--- src/rtl/mem_arb_pkg.sv ---
// Shared types and helpers for the unified memory-port arbiter.
package mem_arb_pkg;

  typedef enum logic {
    IDLE,
    BUSY
  } arb_state_t;

  typedef enum logic [1:0] {
    OWN_NONE,
    OWN_IF,
    OWN_DM
  } arb_owner_t;

  // Counter must reach MEM_LATENCY itself, hence latency+1 codes.
  function automatic int unsigned cnt_width(input int unsigned latency);
    return (latency < 1) ? 1 : $clog2(latency + 1);
  endfunction

endpackage

--- src/rtl/mem_port_arbiter_if.sv ---
// Request/return and memory-command signals shared by IF, DM, arbiter and memory.
interface mem_port_arbiter_if #(
  parameter int unsigned ADDR_W = 32,
  parameter int unsigned DATA_W = 32
);
  localparam int unsigned BE_W = DATA_W / 8;

  logic              if_req;
  logic [ADDR_W-1:0] if_addr;
  logic              if_gnt;
  logic              if_rvalid;
  logic [DATA_W-1:0] if_rdata;

  logic              dm_req;
  logic              dm_we;
  logic [ADDR_W-1:0] dm_addr;
  logic [DATA_W-1:0] dm_wdata;
  logic [BE_W-1:0]   dm_be;
  logic              dm_gnt;
  logic              dm_rvalid;
  logic [DATA_W-1:0] dm_rdata;

  logic              mem_en;
  logic              mem_we;
  logic [ADDR_W-1:0] mem_addr;
  logic [DATA_W-1:0] mem_wdata;
  logic [BE_W-1:0]   mem_be;
  logic [DATA_W-1:0] mem_rdata;

  // Arbiter side.
  modport slave (
    input  if_req, if_addr, dm_req, dm_we, dm_addr, dm_wdata, dm_be, mem_rdata,
    output if_gnt, if_rvalid, if_rdata, dm_gnt, dm_rvalid, dm_rdata,
           mem_en, mem_we, mem_addr, mem_wdata, mem_be
  );

  // Requesters and memory side.
  modport master (
    output if_req, if_addr, dm_req, dm_we, dm_addr, dm_wdata, dm_be, mem_rdata,
    input  if_gnt, if_rvalid, if_rdata, dm_gnt, dm_rvalid, dm_rdata,
           mem_en, mem_we, mem_addr, mem_wdata, mem_be
  );

endinterface

--- src/rtl/mem_arb_picker.sv ---
// Chooses the IF/DM winner when the port is free; DM has priority.
// MEM_ARB_STARVE_GUARD_EN adds a DM-streak counter that hands IF a turn.
import mem_arb_pkg::*;

module mem_arb_picker #(
  parameter int unsigned MAX_DM_STREAK = 4
) (
  input  logic       clock,
  input  logic       reset,
  input  logic       if_req,
  input  logic       dm_req,
  input  logic       idle,
  output arb_owner_t winner
);

`ifdef MEM_ARB_STARVE_GUARD_EN
  localparam int unsigned STREAK_W = (MAX_DM_STREAK < 1) ? 1 : $clog2(MAX_DM_STREAK + 1);

  logic [STREAK_W-1:0] streak;
  logic                if_turn_c;

  assign if_turn_c = (streak == STREAK_W'(MAX_DM_STREAK));

  // Counts DM wins taken while IF was waiting.
  always_ff @(posedge clock) begin
    if (reset) begin
      streak <= '0;
    end else if (winner == OWN_IF) begin
      streak <= '0;
    end else if (winner == OWN_DM) begin
      streak <= if_req ? streak + STREAK_W'(1) : '0;
    end
  end
`else
  logic if_turn_c;
  logic unused_ok;

  assign if_turn_c = 1'b0;
  assign unused_ok = clock ^ reset ^ (MAX_DM_STREAK == 0);
`endif

  always_comb begin
    winner = OWN_NONE;
    if (idle) begin
      if (dm_req && !(if_req && if_turn_c)) begin
        winner = OWN_DM;
      end else if (if_req) begin
        winner = OWN_IF;
      end
    end
  end

endmodule

--- src/rtl/mem_port_arbiter.sv ---
// Shares one memory port between instruction fetch and load/store, one transaction in flight.
// Optional starvation guard: define MEM_ARB_STARVE_GUARD_EN.
import mem_arb_pkg::*;

module mem_port_arbiter #(
  parameter int unsigned ADDR_W        = 32,
  parameter int unsigned DATA_W        = 32,
  parameter int unsigned MEM_LATENCY   = 2,
  parameter int unsigned MAX_DM_STREAK = 4
) (
  input logic                clock,
  input logic                reset,
  mem_port_arbiter_if.slave  bus
);

  localparam int unsigned CNT_W = cnt_width(MEM_LATENCY);
  localparam int unsigned BE_W  = DATA_W / 8;

  arb_state_t        state;
  arb_owner_t        owner;
  logic              owner_store;
  logic [CNT_W-1:0]  cnt;

  logic              done_c;
  logic              idle_c;
  arb_owner_t        winner_c;
  logic              cmd_we_c;
  logic [ADDR_W-1:0] cmd_addr_c;
  logic [DATA_W-1:0] cmd_wdata_c;
  logic [BE_W-1:0]   cmd_be_c;
  logic [DATA_W-1:0] ret_data_c;

  // Completion cycle counts as free so a new grant can overlap it.
  assign done_c = (state == BUSY) && (cnt == CNT_W'(MEM_LATENCY));
  assign idle_c = !reset && ((state == IDLE) || done_c);

  mem_arb_picker #(
    .MAX_DM_STREAK (MAX_DM_STREAK)
  ) u_picker (
    .clock  (clock),
    .reset  (reset),
    .if_req (bus.if_req),
    .dm_req (bus.dm_req),
    .idle   (idle_c),
    .winner (winner_c)
  );

  always_ff @(posedge clock) begin
    if (reset) begin
      state       <= IDLE;
      owner       <= OWN_NONE;
      owner_store <= 1'b0;
      cnt         <= '0;
    end else if (winner_c != OWN_NONE) begin
      state       <= BUSY;
      owner       <= winner_c;
      owner_store <= (winner_c == OWN_DM) && bus.dm_we;
      cnt         <= CNT_W'(1);
    end else if ((state == IDLE) || done_c) begin
      state       <= IDLE;
      owner       <= OWN_NONE;
      owner_store <= 1'b0;
      cnt         <= '0;
    end else begin
      cnt         <= cnt + CNT_W'(1);
    end
  end

  // Grant strobes and memory command from the winner's payload.
  always_comb begin
    bus.if_gnt  = 1'b0;
    bus.dm_gnt  = 1'b0;
    cmd_we_c    = 1'b0;
    cmd_addr_c  = '0;
    cmd_wdata_c = '0;
    cmd_be_c    = '0;
    case (winner_c)
      OWN_IF: begin
        bus.if_gnt = 1'b1;
        cmd_addr_c = bus.if_addr;
      end
      OWN_DM: begin
        bus.dm_gnt  = 1'b1;
        cmd_we_c    = bus.dm_we;
        cmd_addr_c  = bus.dm_addr;
        cmd_wdata_c = bus.dm_wdata;
        cmd_be_c    = bus.dm_be;
      end
      default: ;
    endcase
    bus.mem_en    = (winner_c != OWN_NONE);
    bus.mem_we    = cmd_we_c;
    bus.mem_addr  = cmd_addr_c;
    bus.mem_wdata = cmd_wdata_c;
    bus.mem_be    = cmd_be_c;
  end

  assign ret_data_c = bus.mem_rdata;

  // Return steering: only the owner sees data, and only in the completion cycle.
  always_comb begin
    bus.if_rvalid = 1'b0;
    bus.if_rdata  = '0;
    bus.dm_rvalid = 1'b0;
    bus.dm_rdata  = '0;
    if (done_c && !reset) begin
      case (owner)
        OWN_IF: begin
          bus.if_rvalid = 1'b1;
          bus.if_rdata  = ret_data_c;
        end
        OWN_DM: begin
          bus.dm_rvalid = 1'b1;
          bus.dm_rdata  = owner_store ? '0 : ret_data_c;
        end
        default: ;
      endcase
    end
  end

endmodule

--- src/flat_wrapper.sv ---
// flat-port wrapper written by rule: the top's interface ports become plain ports
module mem_port_arbiter_flat 
#(
  parameter int unsigned ADDR_W        = 32,
  parameter int unsigned DATA_W        = 32,
  parameter int unsigned MEM_LATENCY   = 2,
  parameter int unsigned MAX_DM_STREAK = 4
)
  (clock, reset, bus_if_req, bus_if_addr, bus_dm_req, bus_dm_we, bus_dm_addr, bus_dm_wdata, bus_dm_be, bus_mem_rdata, bus_if_gnt, bus_if_rvalid, bus_if_rdata, bus_dm_gnt, bus_dm_rvalid, bus_dm_rdata, bus_mem_en, bus_mem_we, bus_mem_addr, bus_mem_wdata, bus_mem_be);
  mem_port_arbiter_if #(.ADDR_W(ADDR_W), .DATA_W(DATA_W)) bus_i ();
  input logic clock;
  input logic reset;
  input wire logic [$bits(bus_i.if_req)-1:0] bus_if_req;
  input wire logic [$bits(bus_i.if_addr)-1:0] bus_if_addr;
  input wire logic [$bits(bus_i.dm_req)-1:0] bus_dm_req;
  input wire logic [$bits(bus_i.dm_we)-1:0] bus_dm_we;
  input wire logic [$bits(bus_i.dm_addr)-1:0] bus_dm_addr;
  input wire logic [$bits(bus_i.dm_wdata)-1:0] bus_dm_wdata;
  input wire logic [$bits(bus_i.dm_be)-1:0] bus_dm_be;
  input wire logic [$bits(bus_i.mem_rdata)-1:0] bus_mem_rdata;
  output wire logic [$bits(bus_i.if_gnt)-1:0] bus_if_gnt;
  output wire logic [$bits(bus_i.if_rvalid)-1:0] bus_if_rvalid;
  output wire logic [$bits(bus_i.if_rdata)-1:0] bus_if_rdata;
  output wire logic [$bits(bus_i.dm_gnt)-1:0] bus_dm_gnt;
  output wire logic [$bits(bus_i.dm_rvalid)-1:0] bus_dm_rvalid;
  output wire logic [$bits(bus_i.dm_rdata)-1:0] bus_dm_rdata;
  output wire logic [$bits(bus_i.mem_en)-1:0] bus_mem_en;
  output wire logic [$bits(bus_i.mem_we)-1:0] bus_mem_we;
  output wire logic [$bits(bus_i.mem_addr)-1:0] bus_mem_addr;
  output wire logic [$bits(bus_i.mem_wdata)-1:0] bus_mem_wdata;
  output wire logic [$bits(bus_i.mem_be)-1:0] bus_mem_be;
  assign bus_i.if_req = bus_if_req;
  assign bus_i.if_addr = bus_if_addr;
  assign bus_i.dm_req = bus_dm_req;
  assign bus_i.dm_we = bus_dm_we;
  assign bus_i.dm_addr = bus_dm_addr;
  assign bus_i.dm_wdata = bus_dm_wdata;
  assign bus_i.dm_be = bus_dm_be;
  assign bus_i.mem_rdata = bus_mem_rdata;
  assign bus_if_gnt = bus_i.if_gnt;
  assign bus_if_rvalid = bus_i.if_rvalid;
  assign bus_if_rdata = bus_i.if_rdata;
  assign bus_dm_gnt = bus_i.dm_gnt;
  assign bus_dm_rvalid = bus_i.dm_rvalid;
  assign bus_dm_rdata = bus_i.dm_rdata;
  assign bus_mem_en = bus_i.mem_en;
  assign bus_mem_we = bus_i.mem_we;
  assign bus_mem_addr = bus_i.mem_addr;
  assign bus_mem_wdata = bus_i.mem_wdata;
  assign bus_mem_be = bus_i.mem_be;
  mem_port_arbiter #(.ADDR_W(ADDR_W), .DATA_W(DATA_W), .MEM_LATENCY(MEM_LATENCY), .MAX_DM_STREAK(MAX_DM_STREAK)) u_core (.clock(clock), .reset(reset), .bus(bus_i));
endmodule
--- config.mk ---
export PLATFORM = sky130hd
export DESIGN_NAME = mem_port_arbiter_flat
export DESIGN_NICKNAME = d
export VERILOG_FILES = /design/src/rtl/mem_arb_pkg.sv /design/src/rtl/mem_port_arbiter_if.sv /design/src/rtl/mem_arb_picker.sv /design/src/rtl/mem_port_arbiter.sv /design/src/flat_wrapper.sv
export SDC_FILE = /design/constraint.sdc
export NUM_CORES = 1
export LEC_CHECK = 0
export ABC_AREA = 1
export ABC_CLOCK_PERIOD_IN_PS = 3800
export CAP_MARGIN = 20
export CORE_AREA = 4 4 104 106
export CTS_CLUSTER_SIZE = 10
export DETAILED_ROUTE_END_ITERATION = 8
export DIE_AREA = 0 0 108 110
export GPL_TIMING_DRIVEN = 0
export PLACE_DENSITY = 0.64
export SLEW_MARGIN = 10
export SYNTH_ARGS = -nofsm -noshare
export SYNTH_HDL_FRONTEND = slang
export SYNTH_SLANG_ARGS = --single-unit
export TNS_END_PERCENT = 100
--- constraint.sdc ---
create_clock -name clock -period 3.8 [get_ports clock]
set_input_delay 0.76 -clock clock [delete_from_list [all_inputs] [get_ports clock]]
set_output_delay 0.76 -clock clock [all_outputs]
set_load 0.01 [all_outputs]
# Yosys cells after proc, flatten, opt, wreduce, memory -nomap -nowiden
# Cells that the tools add are included.
# classes
n_addsub	1
eq_ne	5
mux	25
bitwise_logic	1
reduce_logical	9
# ops
cell	n
2-to-1 mux 32 bit	6
one-hot mux 32 bit (2 select lines)	1
2-to-1 mux 1 bit	13
2-to-1 mux 2 bit	4
equality test 2 bit, second input constant	3
equality test 2 x 1 -> 1 bit, second input constant	2
logical AND 1 bit	4
2-to-1 mux 4 bit	1
nonzero test 2 bit	2
OR reduction 3 bit	1
adder 2 x 1 -> 2 bit, second input constant	1
logical NOT 1 bit	1
logical OR 1 bit	1
inverter 1 bit	1
# word_totals
register_bits	6
inputBits	137
out_inout_bits	138
wordCells	46

# Depth between registers and ports, before layout
# Gate-level depths: netlist of the first run.
# depth
word_depth	8
mapped_depth	12
depth_no_buf	11

# By module
# Synthesis of the first run repeated with hierarchy kept, for this count alone.
# unflattened
cells_unflattened	377
area_unflattened_um2	1757.9
# by_module_without_submodules
mod	instances	cells_each	area_per_inst_um2	seq_area_each_um2
mem_port_arbiter	1	373	1740.4	120.1
mem_arb_picker	1	4	17.5	0.0

# Least setup slack after synthesis of the first run
# OpenSTA, ideal clock, no wires.
# synth_timing
kind	input -> output
start	input port reset
end	output port bus_mem_addr[10]
arrival_time_ns	1.949
required_ns	3.040
setup_slack_ns	1.091
stages	7
path_buffers	1
path_cell_list	inv_1 > nand3_1 > inv_1 > ha_1 > clkbuf_1 > nand2_1 > a21oi_1
# synth_between
elab_chain_len	5
elab_cells_between_ends	6
cone_classes	eq/ne: 2; mux: 2; reduce/logical: 2
# synth_lines
element	line	text
start, declared	flat_wrapper.sv:12	input logic reset;
logical NOT 1 bit (*)	mem_port_arbiter.sv:35	assign idle_c = !reset && ((state == IDLE) || done_c);
logical AND 1 bit (*)	mem_port_arbiter.sv:35	
2-to-1 mux 2 bit (*)	mem_arb_picker.sv:44	if (idle) begin
equality test 2 bit or equality test 2 x 1 -> 1 bit (tied branches)	mem_port_arbiter.sv:77	case (winner_c)
one-hot mux 32 bit (2 select lines) (*)	mem_port_arbiter.sv:77	
end, declared	flat_wrapper.sv:29	output wire logic [$bits(bus_i.mem_addr)-1:0] bus_mem_addr;
# Mark *: on every way between the ends. The rest lies on a longest branch, timed or not.

# Final worst setup path of the first run
# layout_timing
start	input port reset
end	output port bus_mem_addr[19]
# The elaborated chain is that of the path after synthesis.

==> run summary, run 1 <==
The flow ran to the end, and the final reports show no timing, DRC or antenna violations. The die span in y is roughly 110 um. The DRC marker count from the first detailed-route iteration came out at approximately 150. The library cell used as clock root buffer is sky130_fd_sc_hd__clkbuf_8. The final layout contains routed wiring with a total length of ~10000 um. The pin count of the biggest net entering global routing came out at 11. The ratio of final minimum period to clock period came out at between 90% and 100%. The clock-pin slew of the registers on the worst-case setup and hold paths came out at roughly 0.040 ns. The final route contains ~3200 vias. The HPWL after detailed placement came out at around 8900 um. The slew at the pin closest to its max-slew limit is around 0.42 ns.

Counting cells, the worst reg-to-reg path comes to 12. The count of final max-slew check failures is 0. Timing analysis after detailed placement gives a worst setup slack of -0.240 ns.

The worst path required time is just over 3 ns. The row count is 36. The global-route wire length before repair is around 15000 um.

The worst register-to-register path ends at u_core.owner_store. TritonCTS built the clock tree. For this run, design rule violations remaining after detail routing come to 0. Along the worst hold path, the cell count comes to 2.

The compound-cell area share of the yosys netlist came out at under 10%. Setup violations remaining at the end of the flow were counted as 0. The global routing usage summed across all routing layers is ~15%. The via count of the first global-routing pass was 3117.

The instance area at placement came out at about 0.0045 mm2. After synthesis, the largest family of logic cells by area is simple AND/OR/NAND/NOR gates. The net count reported at finish came out at ~800. The count of nets left with antenna violations once routing finished came out at 0. Leaving out fill and tap cells, the most frequent cell in the layout is sky130_fd_sc_hd__clkdlybuf4s50_1.

Of all nets on the critical path, the largest fanout is 10. The final clock skew came out at between 0.0008 and 0.0009 ns. The highest achievable clock rate came out at 274 MHz.

The placed cell count came out at approximately 800. The final period demand of the worst path came out at 3.64 ns. In this run the count of I/O pins placed on the die edge is roughly 280. The initial utilization of the core area, before any placement, comes to around 17%.

The routed wirelength normalized by instance count is ~13 um. Measured against the total synthesized area, the mux share comes to 0%. The xor and xnor fraction of the mapped netlist area is 0%. Synthesis inferred 6 register bits.

Setup repair after global routing left no endpoint under its margin. The number of antenna violations at the first check in global routing came out at 0. The startpoint identified for the worst register-to-register timing path is u_core.cnt[0].

The number of buffers inserted by hold repair at cts is 0. The post-synthesis instance area is around 0.0016 mm2. The gate count of the mapped netlist is 375. The critical path startpoint category is an input port.

The number of nets produced by synthesis is a little over 500. The placeable core region is ~0.0098 mm2. The maximum clock insertion buffer count came out at 2. The latest clock arrival within the worst-skew pair is approximately 0.22 ns. The headroom to the max-slew limit came out at between 70 and 80%. The power density over the cells is 106 mW/mm2. The leakage power figure is between 0.002 and 0.0025 uW. The tool flagged a number of max-cap violations equal to 0. The category of the worst setup path capture point is a primary output.

Using the TritonRoute via totals, the vias-per-cell ratio works out to between 4 and 5. The routability congestion estimate came out at between 0.7 and 0.8. The portion of the post-synthesis area used by sequential elements is 7.41%.

Of the total synthesized cell area, the portion taken by full adders, half adders and majority gates is 3.86%. The minimum setup slack among reg-to-reg paths is just over 2 ns. The number of clock buffers added by TritonCTS is 3. The utilization after layout came out at 47.5%. The H-tree depth came out at 1. The path with the worst hold slack has its endpoint at u_core.owner_store. The critical path is of the in -> out type.

The post-route non-filler standard cell count came out at roughly 800. The Yosys step of the flow raised 0 warnings. The die covers approximately 0.012 mm2. The synthesized netlist devotes about three fifths of its cell area to simple gates. Averaged over all synthesized cells, the footprint is 4.32 um2. The area growth from synthesis to layout is 186%. The path class of the tightest hold or removal check is reg -> reg. The startpoint identified for the worst hold timing path is u_core.owner_store.

With fillers left out, the area of the finished cells amounts to approximately 0.0046 mm2. The final count of hold timing violations was 0. Leaving out fill and tap cells, the most frequent cells in the layout are sky130_fd_sc_hd__clkdlybuf4s50_1, sky130_fd_sc_hd__nand2_1, sky130_fd_sc_hd__nor2_1, sky130_fd_sc_hd__inv_1, sky130_fd_sc_hd__a21oi_1. The total iterations of the first detailed-routing run came out at 4. The global-route congestion overflow total came out at 0. The signal arrival time at the worst endpoint came out at roughly 2.9 ns. Setup slack on the critical path of the routed design comes to 0.156 ns. Buffers placed on the I/O ports in this run total ~270.

The clock net in this run drives a total of 6 sinks. The worst IR drop on VDD came out at between 50 and 60 uV. The die boundary width is between 100 and 150 um. The ratio of cells with drive above 1 in the final layout came out at between 5 and 6%.

The antenna diode instance count came out at 0. Yosys mapped the design onto 11 distinct sky130hd cell types.
[cell usage after synthesis, drive strengths merged]
cell    number  area share, %
nor3         1           0.31
buf         16            4.9
nand2      175             41
ha           5            3.9
dfxtp        6            7.4
inv         52             12
nor2        72             17
nand3        7            2.2
a21oi       32            9.9
clkbuf       9            2.1
[final cells by class]
| type | count | area, um2 |
|---|---|---|
| fill | 1039 | 5130 |
| timing repair buffer | 276 | 2770 |
| multi-input combinational | 292 | 1210 |
| inverter | 52 | 195 |
| tap | 133 | 166 |
| buffer | 25 | 139 |
| sequential | 6 | 120 |
| clock buffer | 3 | 41.3 |
[report_power, final]
group	leakage, uW	switching [uW]	internal [uW]
Combinational	0.00204	125	203
Clock	0.0000216	24.5	67.8
Sequential	0.0000492	2.98	67.3
Total	0.00211	153	338
[worst max-delay path: stages]
cell,delay [ns]
sky130_fd_sc_hd__clkdlybuf4s50_1,0.46
sky130_fd_sc_hd__inv_2,0.14
sky130_fd_sc_hd__nand3_2,0.13
sky130_fd_sc_hd__inv_1,0.11
sky130_fd_sc_hd__ha_2,0.24
sky130_fd_sc_hd__buf_2,0.22
sky130_fd_sc_hd__nand2_1,0.09
sky130_fd_sc_hd__a21oi_2,0.16
sky130_fd_sc_hd__clkdlybuf4s50_1,0.56
[routing by layer]
metal | vias up | global-route usage, % | wire [um]
li1 | 1653 | - | -
met1 | 1327 | 14.8 | 3440
met2 | 166 | 30.3 | 5160
met3 | 10 | 5.82 | 1280
met4 | 0 | 3.70 | 133
met5 | - | 0 | 0
[repair_timing]
action / 4_1_cts / 5_1_grt
gates cloned: 0 / 0
resized for setup: 11 / 15
setup buffers: 0 / 2
endpoints found under the setup margin: 31 / 61
[sequential cells by signal (all words and copies together) (netlist names)]
name and cells:
u_core.cnt 2, u_core.state 1, u_core.owner_store 1, u_core.owner 2
[per-stage QoR]
| step | hold slack, ns | setup TNS [ns] | total power [uW] |
|---|---|---|---|
| 2_1_floorplan | 0.443 | 0 | 170 |
| 3_3_place_gp | 0.461 | -2.00 | 392 |
| 3_5_place_dp | 0.467 | -3.18 | 396 |
| 4_1_cts | 0.473 | -0.0581 | 494 |
| 5_1_grt | 0.511 | 0 | 529 |
| 6_report | 0.466 | 0 | 491 |
[how the worst max path moves through the flow]
stage / end / cells after the start / startpoint / slack, ns
after CTS: bus_mem_addr[30] / 9 / reset / -0.02
after global placement: bus_mem_addr[19] / 9 / reset / -0.15
after global routing: bus_mem_addr[7] / 9 / reset / 0.007
after detailed placement: bus_mem_addr[19] / 9 / reset / -0.24
final: bus_mem_addr[19] / 9 / reset / 0.16
after floorplan: bus_mem_addr[10] / 7 / reset / 1.09
[logic make-up (layout without fill, tap and decap cells)]
| group | after synthesis | after routing |
|---|---|---|
| simple gates | 255 | 255 |
| fa+ha+maj | 5 | 5 |
| compound gates | 32 | 32 |
| buf+inv | 77 | 356 |
| flops | 6 | 6 |
(Power assumes the default switching activity.)
==> run 2, diff against run 1 <==
- MAX_ROUTING_LAYER: default -> met4
==> run 2 against run 1 <==
Compared with the run above: flip-flop and latch count is the same; clock skew hardly changed; worst hold slack about the same; combinational power hardly changed; clock-buffer cell count unchanged; wire length about the same; first-iteration DRC count decreased by 14%; largest cell class unchanged; largest power group unchanged; highest routed layer unchanged.
==> run summary, run 2 (synthesized netlist as in run 1, its figures left out) <==
Total power for the finished layout comes to approximately 500 uW. The detailed router placed around 3200 vias in this run. The run finished with clean final reports. Data on the critical path is required at its endpoint by approximately 3.0 ns. The max capacitance violation total is 0.

Compared with the post-synthesis result, the final layout area differs by 186%. Setup repair after global routing left no endpoint under its margin. The placed cell count is ~800. The full die area is around 0.012 mm2. The pin count of the biggest net entering global routing came out at 11.

The post-route non-filler standard cell count is between 700 and 800. The internal power component is between 300 and 400 uW. STA classifies the critical path startpoint as an input port. In this run the worst hold path is classified as reg -> reg.

The power density over the cells came out at ~110 mW/mm2. The HPWL after detailed placement is 8940 um. At the pin with the least slew margin, the transition time is 0.419 ns.

The global-route wire length before repair came out at ~15000 um. Using the TritonRoute via totals, the vias-per-cell ratio works out to around 4.0. The final clock skew is ~0.00084 ns. The clock-pin slew of the registers on the worst-case setup and hold paths came out at 0.04 ns.

At the worst endpoint, the arrival time is approximately 2.9 ns. The global routing usage summed across all routing layers came out at between 10% and 20%. The worst IR drop on VDD is 57.9 uV. The worst path in the final design needs a cycle of around 3.6 ns, including I/O delays and setup.

Of all nets on the critical path, the largest fanout is 10. For this configuration, the core starts out at a cell density of around 17%. The global-route congestion overflow total is 0. The logic gate share of total power is 66.9%. The antenna diode instance count came out at 0. The critical path in this run is classified as in -> out. In the final layout, the registers with the most flip-flops are u_core.cnt: 2 flops, u_core.owner: 2 flops. The switching power share of the total is a little under a third.

The part of the total power dissipated in sequential elements is between 10 and 15%. For this run, the top clock speed supported by timing is approximately 280 MHz. The clock group share of total power is around a fifth. After detailed routing, the average wire length per cell comes to 12.7 um. The final critical path takes up around 96% of the cycle. The tree built by TritonCTS fans out to 6 sinks.

From left edge to right edge, the die measures between 100 and 150 um. The total of buffers placed on input and output ports is about 270. The worst register-to-register path has a setup slack of about 2.0 ns.

The post-route antenna net violation count came out at 0. The setup total negative slack came out at 0 ns. The final routed DRC violation total came out at 0.

The layout has around 1000 filler cells. Cells with a size suffix above 1 make up under 10% of the layout. The number of antenna violations at the first check in global routing is 0. The library cell used most frequently in the layout, excluding fill and tap cells, is sky130_fd_sc_hd__clkdlybuf4s50_1. At the end of routability-driven placement, the weighted congestion stood at roughly 0.8. The DRC marker count from the first detailed-route iteration came out at approximately 130.

The via count of the first global-routing pass is between 3000 and 4000. The leakage power figure came out at ~0.0021 uW. For this block, the routed nets add up to ~10000 um of wire. The power spent charging and discharging nets is 153 uW. The row count came out at 36. The net count of the finished layout is roughly 800. The clock passes through at most 2 buffers. In the layout the commonest cells are sky130_fd_sc_hd__clkdlybuf4s50_1, sky130_fd_sc_hd__nand2_1, sky130_fd_sc_hd__nor2_1, sky130_fd_sc_hd__inv_1, sky130_fd_sc_hd__a21oi_1. The count of final max-slew check failures is 0. In this run, CTS created clock tree buffers numbering 3. The number of top-level pins came out at about 280. The library cell used as clock root buffer is sky130_fd_sc_hd__clkbuf_8. TritonCTS built the clock tree. The latest clock arrival within the worst-skew pair came out at around 0.22 ns.

The final count of hold timing violations came out at 0. The headroom to the max-slew limit came out at slightly above 70%. The register area is ~120 um2. CTS built an H-tree with a depth of 1. The total iterations of the first detailed-routing run came out at 4. The category of the worst setup path capture point is a primary output. The die span in y is 110 um. Buffers inserted to repair hold after CTS numbered 0. Setup violations remaining at the end of the flow were counted as 0. The core region is 0.00977 mm2. Summing all multi-input logic gate instances after layout gives roughly 0.0012 mm2.
[run 2: power groups by stage]
stage,Sequential [uW],Clock [uW],Combinational [uW]
2_1_floorplan,70.5,0,99.2
4_1_cts,70.3,94.3,329
3_3_place_gp,71.0,0,321
3_5_place_dp,71.2,0,325
6_report,70.2,92.4,329
5_1_grt,70.9,101,358
[run 2: layer usage]
layer	part of all wire, %	global-route usage, %
met5	0	-
met4	1.1	3.70
met3	10	3.90
met2	52	30.3
met1	37	15.9
[run 2: critical path, stage by stage]
cell	delay, ns
sky130_fd_sc_hd__clkdlybuf4s50_1	0.46
sky130_fd_sc_hd__inv_2	0.14
sky130_fd_sc_hd__nand3_2	0.14
sky130_fd_sc_hd__ha_1	0.31
sky130_fd_sc_hd__inv_1	0.10
sky130_fd_sc_hd__clkbuf_2	0.21
sky130_fd_sc_hd__a21oi_1	0.18
sky130_fd_sc_hd__clkdlybuf4s50_1	0.56
[run 2: cell type report]
type                       instances  share of cell area (%)
clock buffer                       3                   0.889
tap                              133                    3.58
multi-input combinational        292                    26.1
timing repair buffer             276                    59.6
inverter                          52                    4.20
sequential                         6                    2.59
buffer                            25                    3.04
[run 2: worst paths after layout]
check                      from                 end  cells past startpoint
max reg2reg       u_core.cnt[0]  u_core.owner_store                     12
min reg2reg  u_core.owner_store  u_core.owner_store                      2
min          u_core.owner_store  u_core.owner_store                      2
max                       reset    bus_mem_addr[10]                      8
[run 2: timing repair]
item / 4_1_cts / 5_1_grt
setup buffers: 0 / 2
cloned: 0 / 0
gates resized for setup: 11 / 17
endpoints found under the setup margin: 31 / 61
endpoints found under the hold margin: 0 / 0
[run 2: stage by stage]
stage	setup slack [ns]	area [um2]	utilization (%)	hold slack [ns]
after floorplan	1.09	1620	-	0.443
after global placement	-0.150	4530	46.4	0.461
after detailed placement	-0.240	4530	46.4	0.467
after CTS	-0.0185	4590	47.0	0.473
after global routing	0.00443	4640	47.5	0.511
final	0.169	4640	47.5	0.466
